## config.mk

```make
export PLATFORM = sky130hd
export DESIGN_NAME = shifter_operand
export DESIGN_NICKNAME = d
export VERILOG_FILES = /design/src/rtl/shifter_operand.sv
export SDC_FILE = /design/constraint.sdc
export NUM_CORES = 1
export LEC_CHECK = 0
export ABC_AREA = 1
export CORE_ASPECT_RATIO = 1.4
export CORE_MARGIN = 2
export CORE_UTILIZATION = 40
export DETAILED_ROUTE_END_ITERATION = 10
export PLACE_DENSITY = 0.69
export SYNTH_ARGS = -nofsm -noshare
export SYNTH_HDL_FRONTEND = slang
export SYNTH_SLANG_ARGS = --single-unit
export TNS_END_PERCENT = 30
```

## constraint.sdc

```tcl
create_clock -name clk -period 2.3 [get_ports clk]
set_input_delay 0.23 -clock clk [delete_from_list [all_inputs] [get_ports clk]]
set_output_delay 0.23 -clock clk [all_outputs]
set_load 0.005 [all_outputs]
```

## src/rtl/shifter_operand.sv

```systemverilog
// shifter_operand: iterative ARM operand-2 barrel shifter (LSL/LSR/ASR/ROR/RRX/ROT_IMM), one bit per clock; define SHIFTER_SINGLE_CYCLE_EN for single-cycle results
// Ports: clk, reset (async, active-high); start/shift_type/operand/shamt/carry_in request;
//        busy (SHIFT state), done (one-cycle result pulse), shifter_out (ALU B), shifter_carry (ALU carry-in)
module shifter_operand #(
  parameter int WIDTH = 32,
  parameter int CNT_W = 6
) (
  input  logic             clk,
  input  logic             reset,
  input  logic             start,
  input  logic [2:0]       shift_type,
  input  logic [WIDTH-1:0] operand,
  input  logic [4:0]       shamt,
  input  logic             carry_in,
  output logic             busy,
  output logic             done,
  output logic [WIDTH-1:0] shifter_out,
  output logic             shifter_carry
);
  localparam logic [2:0] LSL = 3'b000, LSR = 3'b001, ASR = 3'b010, RRX = 3'b100, ROT = 3'b101;
  typedef enum logic [1:0] {IDLE, SHIFT, DONE} state_t;
  state_t state;
  logic [WIDTH-1:0] work, load_val, step_val;
  logic [CNT_W-1:0] cnt, load_n;
  logic [2:0] typ;
  logic carry_reg, step_c, accept;
  // One shift step, returned as {carry_out, next_value}; ROR and ROT_IMM share the rotate step.
  function automatic logic [WIDTH:0] step(input logic [2:0] t, input logic [WIDTH-1:0] r, input logic c);
    return t == LSL ? {r[WIDTH-1], r[WIDTH-2:0], 1'b0} :
           t == LSR ? {r[0], 1'b0, r[WIDTH-1:1]} :
           t == ASR ? {r[0], r[WIDTH-1], r[WIDTH-1:1]} :
           t == RRX ? {r[0], c, r[WIDTH-1:1]} :
                      {r[0], r[0], r[WIDTH-1:1]};
  endfunction
  assign accept = start && state != SHIFT;
  assign load_val = shift_type == ROT ? {{(WIDTH-8){1'b0}}, operand[7:0]} : operand;
  // LSR/ASR encode #WIDTH as shamt=0; 110/111 pass the operand straight through.
  assign load_n = (shift_type == LSR || shift_type == ASR) ? (shamt == 5'd0 ? CNT_W'(WIDTH) : CNT_W'(shamt)) :
                  shift_type == RRX ? CNT_W'(1) :
                  shift_type == ROT ? CNT_W'({shamt[3:0], 1'b0}) :
                  shift_type[2] ? '0 : CNT_W'(shamt);
  assign {step_c, step_val} = step(typ, work, carry_reg);
`ifdef SHIFTER_SINGLE_CYCLE_EN
  logic [WIDTH-1:0] full_val;
  logic full_c;
  // Unrolled chain of the same step used iteratively, so both modes agree bit for bit.
  always_comb begin
    {full_c, full_val} = {carry_in, load_val};
    for (int i = 0; i < WIDTH; i++)
      if (CNT_W'(i) < load_n) {full_c, full_val} = step(shift_type, full_val, full_c);
  end
`endif
  always_ff @(posedge clk or posedge reset)
    if (reset) begin
      state <= IDLE;
      work <= '0;
      cnt <= '0;
      typ <= '0;
      carry_reg <= 1'b0;
      busy <= 1'b0;
      done <= 1'b0;
      shifter_out <= '0;
      shifter_carry <= 1'b0;
    end else begin
      done <= 1'b0;
      if (accept) begin
        work <= load_val;
        typ <= shift_type;
        carry_reg <= carry_in;
        cnt <= load_n;
`ifdef SHIFTER_SINGLE_CYCLE_EN
        state <= DONE;
        busy <= 1'b0;
        done <= 1'b1;
        shifter_out <= full_val;
        shifter_carry <= full_c;
`else
        if (load_n == '0) begin
          state <= DONE;
          busy <= 1'b0;
          done <= 1'b1;
          shifter_out <= load_val;
          shifter_carry <= carry_in;
        end else begin
          state <= SHIFT;
          busy <= 1'b1;
        end
`endif
      end else if (state == SHIFT) begin
        work <= step_val;
        carry_reg <= step_c;
        cnt <= cnt - CNT_W'(1);
        if (cnt == CNT_W'(1)) begin
          state <= DONE;
          busy <= 1'b0;
          done <= 1'b1;
          shifter_out <= step_val;
          shifter_carry <= step_c;
        end
      end else begin
        state <= IDLE;
      end
    end
endmodule

```

==> impl_metrics.json, run 1 <==
{
  "outcome": "finished clean",
  "synthesis.nets": 589,
  "synth_area_um2": 4090,
  "period_share": 0.837,
  "grt.overflow.total": 0,
  "p_leak_uw": 0.00250,
  "ir_drop_mv": 0.472,
  "fin_skew_ns": 0.00598,
  "max_freq_mhz": 519,
  "ys_seq_elements": 79,
  "endpoint_kind": "flop",
  "final_core_util": 0.531,
  "ioPinCount": 79,
  "grt_start_max_net_pins": 51,
  "clk_latency_ns": 0.34,
  "p_sw_uw": 2940,
  "grt_usage": 0.216,
  "cts_tree": "yes",
  "cts_buffers": 9,
  "grt_setup_unrepaired": "false",
  "ant_nets": 0,
  "placed_area_um2": 4970,
  "criticalPathCategory": "reg2reg",
  "switching_share": 0.399,
  "grt_pass1_wl_mm": 18.7,
  "antenna_found_initial": 0,
  "dieArea_um2": 11100,
  "comb_power_share": 0.454,
  "synthCells": 543,
  "wl_mm": 11.3,
  "r2r_slack_ns": 0.37,
  "cts.htree.levels": 3,
  "fin_hold_ws_ns": 0.253,
  "synth_flop_cell": "dfrtp_1",
  "first_global_vias": 4063,
  "holdBufCountCts": 0,
  "floorplan.rows": 43,
  "setup_tns_ns": 0,
  "clockRootBuffer": "clkbuf_16",
  "postCtsSetupRepairBufs": 0,
  "synth-async-reset-ratio": 1.00,
  "r2r_end": "shifter_out[20]",
  "yosysTopAreaCell": "dfrtp_1",
  "hp-class": "in2async",
  "first_pass_iters": 4,
  "p_per_area_nw_per_um2": 1390,
  "relSlewSlack": 0.490,
  "drive_gt1_frac": 0.0719,
  "required_ns": 2.58,
  "ff2ff_path_depth": 7,
  "antenna_cells": 0,
  "post-route-drc-count": 0,
  "avgSynthCellArea_um2": 7.54,
  "post_cts_resize_count": 0,
  "min_period_ns": 1.93,
  "synth_edf_count": 0,
  "initial_core_util": 0.411,
  "cap_violations": 0,
  "vias": 4035,
  "cp.arrival_ns": 2.20,
  "ys_warn_count": 0,
  "p_seq_frac": 0.343,
  "cts_max_path_buffers": 2,
  "place_hpwl_mm": 7.53,
  "globalplace.congestion": 0.805,
  "clkPwrFrac": 0.203,
  "die_y_um": 124,
  "core_um2": 9950,
  "endpoint": "shifter_out[20]",
  "synth_top_area_frac": 0.483,
  "final_max_slew_viol_count": 0,
  "seq_area_frac_synth": 0.483,
  "vias_per_cell": 5.40,
  "tightestPinTransition_ns": 0.764,
  "worst-path-max-fanout": 50,
  "postLayoutCellArea_um2": 5290,
  "finalSetupViolations": 0,
  "drt_first_iter_violations": 294,
  "areaGrowthSynthToFinish_pct": 29.2,
  "timing.rr.start": "state[1]",
  "startpoint_type": "flop",
  "fp.dieW_um": 89.5,
  "finalHoldViolCount": 0,
  "ys_top_cells_by_area": "dfrtp_1 48%, nand2_1 16%, nand3_1 11%",
  "critPathLaunch": "state[1]",
  "clock-sinks": 79,
  "synth_cell_types": 29,
  "port-buffer-count": 78,
  "wl_per_cell_um": 15.1,
  "internal_power_uw": 4420,
  "num-nets-final": 654,
  "path_clk_slew_ns": 0.06,
  "reg.largest.list": "shifter_out: 32 flops, work: 32 flops, cnt: 6 flops"
}
[through the flow]
step                      total power (µW)  setup WS [ns]  instances
after global routing                  7960          0.189        747
after detailed placement              5850          0.248        732
final                                 7350          0.374        747
after global placement                5750          0.319        732
after floorplan                       4630         0.0466        543
after CTS                             7390          0.371        747
[routing by layer]
layer	global-route usage	up-vias	share of wire
met5	0	-	0
met4	0.0998	0	0.024
met3	0.0318	21	0.056
met2	0.367	152	0.51
met1	0.267	1931	0.41
li1	-	1931	-
[area by class of cell]
class | instances | area (µm²)
flip-flops and latches | 79 | 1980
clock buffers | 13 | 280
repair buffers | 91 | 891
well taps | 135 | 169
fillers | 953 | 4660
inverters | 20 | 76.3
multi-input cells | 407 | 1860
clock inverters | 2 | 37.5
[kinds of logic (layout without fill, tap and decap cells)]
| kind of cell | Yosys count | after routing | share of synthesized area |
|---|---|---|---|
| compound gates | 77 | 77 | 0.102 |
| flops | 79 | 79 | 0.483 |
| simple gates | 328 | 328 | 0.346 |
| buf+inv | 57 | 126 | 0.0633 |
| fa+ha+maj | 2 | 2 | 0.00611 |
[worst min-delay path by stage]
stage	startpoint	endpoint	slack, ns
after detailed placement	shifter_out[0]	shifter_out[0]	0.49
after global routing	reset	shifter_out[22]	0.31
final	reset	shifter_out[22]	0.25
after global placement	shifter_out[27]	shifter_out[27]	0.49
after CTS	reset	shifter_out[22]	0.28
after floorplan	shift_type[1]	typ[1]	0.44
[cell usage in the layout (no fill, tap or decap), types with 3 or more instances in the layout]
cell / n
buf_4: 12
inv_1: 11
nand4_1: 5
dfrtp_1: 79
nand2_1: 175
o21ai_1: 24
nor2_2: 3
inv_2: 8
clkbuf_16: 9
o21ai_0: 36
nor2_1: 44
a31oi_1: 8
nand3_1: 94
clkbuf_8: 4
clkdlybuf4s50_1: 78
[power groups by stage]
stage	registers (µW)	clock network [µW]	logic [µW]
floorplan	2440	0	2190
global route	2610	1560	3800
CTS	2520	1510	3360
detailed placement	2530	0	3320
finish	2520	1500	3340
global placement	2510	0	3240
[critical path: stages (launching register included)]
cell and delay [ns]:
dfrtp_1 0.39, nor2_4 0.23, nor2_4 0.06, inv_2 0.56, o21ai_0 0.20, o21ai_0 0.25
nand2_1 0.09, nand2_1 0.07
[Yosys cell counts, drive strengths merged, types with 2 or more instances]
cell type,n
clkbuf,16
o21ai,60
nand2,176
inv,20
a31oi,8
nor2,49
ha,2
nand4,6
a21oi,2
dfrtp,79
a211oi,2
o221ai,2
nand3,94
buf,21
Power figures use the tool's default switching activity.
==> run 2: changes to the inputs <==
==> constraint.sdc (replaced) <==
create_clock -name clk -period 1.64 [get_ports clk]
set_input_delay 0.164 -clock clk [delete_from_list [all_inputs] [get_ports clk]]
set_output_delay 0.164 -clock clk [all_outputs]
set_load 0.005 [all_outputs]
==> run 2 against run 1 <==
Effect of this change: core utilization rose by 3.2 points; sequential cell count stayed put; first-iteration DRC count is 15% higher; worst setup slack got worse by 0.25 ns; global-route usage rose by 1.1 points; fmax up 27%; final cell count grew 3.2%; non-clock buffer count increased by 24; wire length is 1.6% higher; clock power up 41%.
==> impl_metrics.json, run 2 (synthesis results as in run 1) <==
{
  "antenna_cells": 0,
  "fp.dieW_um": 89.5,
  "tightestPinTransition_ns": 0.444,
  "die_y_um": 124,
  "register_area_um2": 1980,
  "globalplace.congestion": 0.893,
  "path_clk_slew_ns": 0.06,
  "cts_tree": "yes",
  "clk_latency_ns": 0.34,
  "reg.largest.list": "shifter_out: 32 flops, work: 32 flops, cnt: 6 flops",
  "antenna_found_initial": 0,
  "grt_pass1_wl_mm": 19.5,
  "timing.rr.start": "state[0]",
  "final_core_util": 0.563,
  "mostFrequentLayoutCells": "174 x nand2_1, 94 x nand3_1, 79 x dfrtp_1",
  "first_global_vias": 4196,
  "drt_first_iter_violations": 338,
  "setup_tns_ns": 0,
  "finalSetupViolations": 0,
  "multiInputGateArea_um2": 1870,
  "vias_per_cell": 5.22,
  "period_share": 0.926,
  "r2r_slack_ns": 0.12,
  "r2r_end": "work[1]",
  "clock-sinks": 79,
  "cap_violations": 0,
  "endpoint_kind": "flop",
  "core_um2": 9950,
  "wl_per_cell_um": 14.9,
  "grt_start_max_net_pins": 31,
  "hp-class": "in2async",
  "cts_max_path_buffers": 2,
  "postLayoutCellArea_um2": 5610,
  "dieArea_um2": 11100,
  "ff2ff_path_depth": 9,
  "fin_skew_ns": 0.00499,
  "initial_core_util": 0.411,
  "max_freq_mhz": 659,
  "final_max_slew_viol_count": 0,
  "p_leak_uw": 0.00266,
  "worst-path-max-fanout": 8,
  "final_common_cell": "nand2_1",
  "fin_hold_ws_ns": 0.186,
  "min_period_ns": 1.52,
  "drive_gt1_frac": 0.112,
  "required_ns": 1.89,
  "place_hpwl_mm": 8.12,
  "num-nets-final": 678,
  "holdBufCountCts": 0,
  "outcome": "finished clean",
  "floorplan.rows": 43,
  "wl_mm": 11.5,
  "p_per_area_nw_per_um2": 1930,
  "placed_area_um2": 5280,
  "cts.htree.levels": 3,
  "vias": 4027,
  "ioPinCount": 79,
  "startpoint_type": "flop",
  "grt.overflow.total": 0,
  "port-buffer-count": 78,
  "nFillCells": 900,
  "areaGrowthSynthToFinish_pct": 37.0,
  "first_pass_iters": 5,
  "finalHoldViolCount": 0,
  "grt_usage": 0.227,
  "post-route-drc-count": 0,
  "cp.arrival_ns": 1.77,
  "cts_buffers": 9,
  "postCtsSetupRepairBufs": 0,
  "clockRootBuffer": "clkbuf_16",
  "ant_nets": 0,
  "criticalPathCategory": "reg2reg",
  "relSlewSlack": 0.703,
  "ir_drop_mv": 0.854
}
## run 2: cell count changes in the layout (fill, tap and decap cells not counted), moves of 3 or more
cell,previous run,this run
buf_4,12,25
buf_12,1,11
clkbuf_8,4,1
nor2_1,44,41
nor2_2,3,6
## run 2: routing by layer
metal / track usage / part of all wire / up-vias
li1: - / - / 1978
met1: 0.277 / 0.41 / 1918
met2: 0.395 / 0.53 / 119
met3: 0.0471 / 0.045 / 12
met4: 0.0728 / 0.016 / 0
met5: 0 / 0 / -
## run 2: stage by stage
stage,instances,power (µW),worst slack (ns)
global placement,756,8490,-0.179
CTS,771,10800,0.0276
finish,771,10800,0.122
detailed placement,756,8650,-0.212
global route,771,11700,-0.00456
floorplan,543,6500,0.281
## run 2: worst max-delay path: stages, from the launching register on
cell	delay, ns
dfrtp_1	0.33
inv_1	0.06
nor2_4	0.20
nor2_4	0.08
inv_2	0.14
buf_4	0.18
nor2_1	0.07
a31oi_1	0.22
nand2_1	0.07
o21ai_0	0.08
## run 2: worst max-delay path by stage
stage / startpoint / endpoint / slack [ns] / cells past startpoint
2_1_floorplan: cnt[0] / busy / 0.28 / 7
3_3_place_gp: shift_type[0] / shifter_out[13] / -0.18 / 9
3_5_place_dp: shift_type[0] / shifter_out[16] / -0.21 / 10
4_1_cts: state[1] / shifter_out[20] / 0.03 / 8
5_1_grt: typ[0] / work[31] / -0.005 / 8
6_report: state[0] / work[1] / 0.12 / 9
## run 2: layout make-up
type / instances / share of cell area
clock inverters: 4 / 0.0125
clock buffers: 11 / 0.0433
inverters: 20 / 0.0145
flip-flops and latches: 79 / 0.353
repair buffers: 115 / 0.214
multi-input cells: 407 / 0.333
well taps: 135 / 0.0301
## run 2: power by group
group | total (µW) | switching (µW) | internal (µW)
clock | 2120 | 755 | 1360
combinational | 5160 | 2830 | 2320
sequential | 3530 | 635 | 2900
total | 10800 | 4220 | 6580
## run 2: what timing repair did
action / CTS / global route
gates resized for setup: 0 / 7
endpoints found under the setup margin: 0 / 26
hold endpoints to repair: 0 / 0
==> run 3: changes to the inputs <==
--- a/config.mk
+++ b/config.mk
@@ -8,9 +8,9 @@
 export ABC_AREA = 1
 export CORE_ASPECT_RATIO = 1.4
 export CORE_MARGIN = 2
-export CORE_UTILIZATION = 40
+export CORE_UTILIZATION = 30
 export DETAILED_ROUTE_END_ITERATION = 10
-export PLACE_DENSITY = 0.69
+export PLACE_DENSITY = 0.55
 export SYNTH_ARGS = -nofsm -noshare
 export SYNTH_HDL_FRONTEND = slang
 export SYNTH_SLANG_ARGS = --single-unit
==> run 3 against run 2 <==
Effect of this change: wire length rose by 6.7%; fmax increased by 1.8%; critical path depth decreased by 1; global-route usage fell by 5.0 points; register-to-register slack improved by 0.03 ns.
==> impl_metrics.json, run 3 (synthesis results as in run 1) <==
{
  "outcome": "finished clean",
  "cts.htree.levels": 3,
  "p_leak_uw": 0.00265,
  "cts_max_path_buffers": 2,
  "path_clk_slew_ns": 0.06,
  "reg.largest.list": "shifter_out: 32 flops, work: 32 flops, cnt: 6 flops",
  "ioPinCount": 79,
  "num-nets-final": 681,
  "final_max_slew_viol_count": 0,
  "vias": 4045,
  "first_global_vias": 4156,
  "drt_first_iter_violations": 258,
  "place_hpwl_mm": 8.76,
  "first_pass_iters": 4,
  "antenna_cells": 0,
  "drive_gt1_frac": 0.110,
  "grt_pass1_wl_mm": 20.3,
  "die_y_um": 142,
  "port-buffer-count": 78,
  "endpoint_kind": "flop",
  "grt_setup_unrepaired": "false",
  "cap_violations": 0,
  "clock-sinks": 79,
  "initial_core_util": 0.307,
  "grt_usage": 0.176,
  "worst-path-max-fanout": 10,
  "critPathLaunch": "typ[0]",
  "clockRootBuffer": "clkbuf_16",
  "max_freq_mhz": 670,
  "startpoint_type": "flop",
  "final_common_cell": "nand2_1",
  "criticalPathCategory": "reg2reg",
  "ff2ff_path_depth": 8,
  "cp.arrival_ns": 1.76,
  "setup_tns_ns": 0,
  "areaGrowthSynthToFinish_pct": 37.2,
  "tightestPinTransition_ns": 0.396,
  "r2r_end": "shifter_out[2]",
  "clk_latency_ns": 0.33,
  "post-route-drc-count": 0,
  "floorplan.rows": 50,
  "wl_mm": 12.2,
  "fp.dieW_um": 103,
  "holdBufCountCts": 0,
  "required_ns": 1.91,
  "hp-class": "in2async",
  "finalHoldViolCount": 0,
  "vias_per_cell": 4.93,
  "grt_start_max_net_pins": 43,
  "r2r_slack_ns": 0.15,
  "cts_tree": "yes",
  "fin_hold_ws_ns": 0.183,
  "ant_nets": 0,
  "timing.rr.start": "typ[0]",
  "dieArea_um2": 14600,
  "finalSetupViolations": 0,
  "ir_drop_mv": 0.653,
  "p_per_area_nw_per_um2": 1890,
  "wl_per_cell_um": 14.9,
  "mostFrequentLayoutCells": "174 x nand2_1, 94 x nand3_1, 79 x dfrtp_1",
  "relSlewSlack": 0.736,
  "core_um2": 13300,
  "grt.overflow.total": 0,
  "period_share": 0.909,
  "min_period_ns": 1.49,
  "antenna_found_initial": 0,
  "cts_buffers": 9,
  "fin_skew_ns": 0.00785,
  "globalplace.congestion": 0.794
}
-- run 3: cell types whose count changed in the layout (fill, tap and decap cells not counted), sizes merged --
cell / previous run / this run
clkinv: 2 / 0
bufinv: 2 / 1
clkbuf: 11 / 13
buf: 37 / 40
dlymetal6s2s: 0 / 1
clkdlybuf4s50: 78 / 77
-- run 3: where the power goes --
group	switching (µW)	internal, µW
Combinational	2830	2330
Clock	749	1210
Sequential	627	2900
-- run 3: worst max-delay path by stage --
stage | endpoint | slack [ns]
detailed placement | shifter_out[17] | -0.21
finish | shifter_out[2] | 0.15
global placement | shifter_out[19] | -0.17
floorplan | busy | 0.28
CTS | shifter_out[2] | 0.05
global route | shifter_out[1] | 0.004
-- run 3: timing repair --
item / 4_1_cts / 5_1_grt
setup endpoints to repair: 0 / 31
setup buffers: 0 / 1
resized for setup: 0 / 5
-- run 3: final cells by class --
class | count | area [µm²]
fillers | 1375 | 7710
flip-flops and latches | 79 | 1980
multi-input cells | 407 | 1870
repair buffers | 118 | 1180
clock buffers | 13 | 250
well taps | 182 | 228
inverters | 20 | 78.8
clock inverters | 1 | 30.0
-- run 3: per-stage QoR --
step / cells / power (µW) / area, µm² / util / setup slack, ns
after CTS: 819 / 10700 / 5600 / 0.420 / 0.0451
after global placement: 805 / 8580 / 5320 / 0.399 / -0.172
after floorplan: 543 / 6500 / 4100 / - / 0.281
final: 820 / 10600 / 5620 / 0.422 / 0.149
after detailed placement: 805 / 8680 / 5320 / 0.399 / -0.208
after global routing: 820 / 11600 / 5620 / 0.422 / 0.00418
-- run 3: worst max-delay path, stage by stage, from the launching register on --
cell and delay, ns:
dfrtp_1 0.41, nor2_2 0.15, nand2_2 0.12, inv_2 0.10, buf_4 0.17, nand2_1 0.06, a31oi_1 0.24, nand2_1 0.10
nand2_1 0.06
-- run 3: per-layer routing --
layer	share of wire	up-vias	routed length [µm]	track usage
met4	0.016	0	196	0.0589
met5	0	-	0	0
met2	0.51	107	6260	0.296
met3	0.035	12	433	0.0280
met1	0.44	1940	5340	0.230
li1	-	1986	-	-
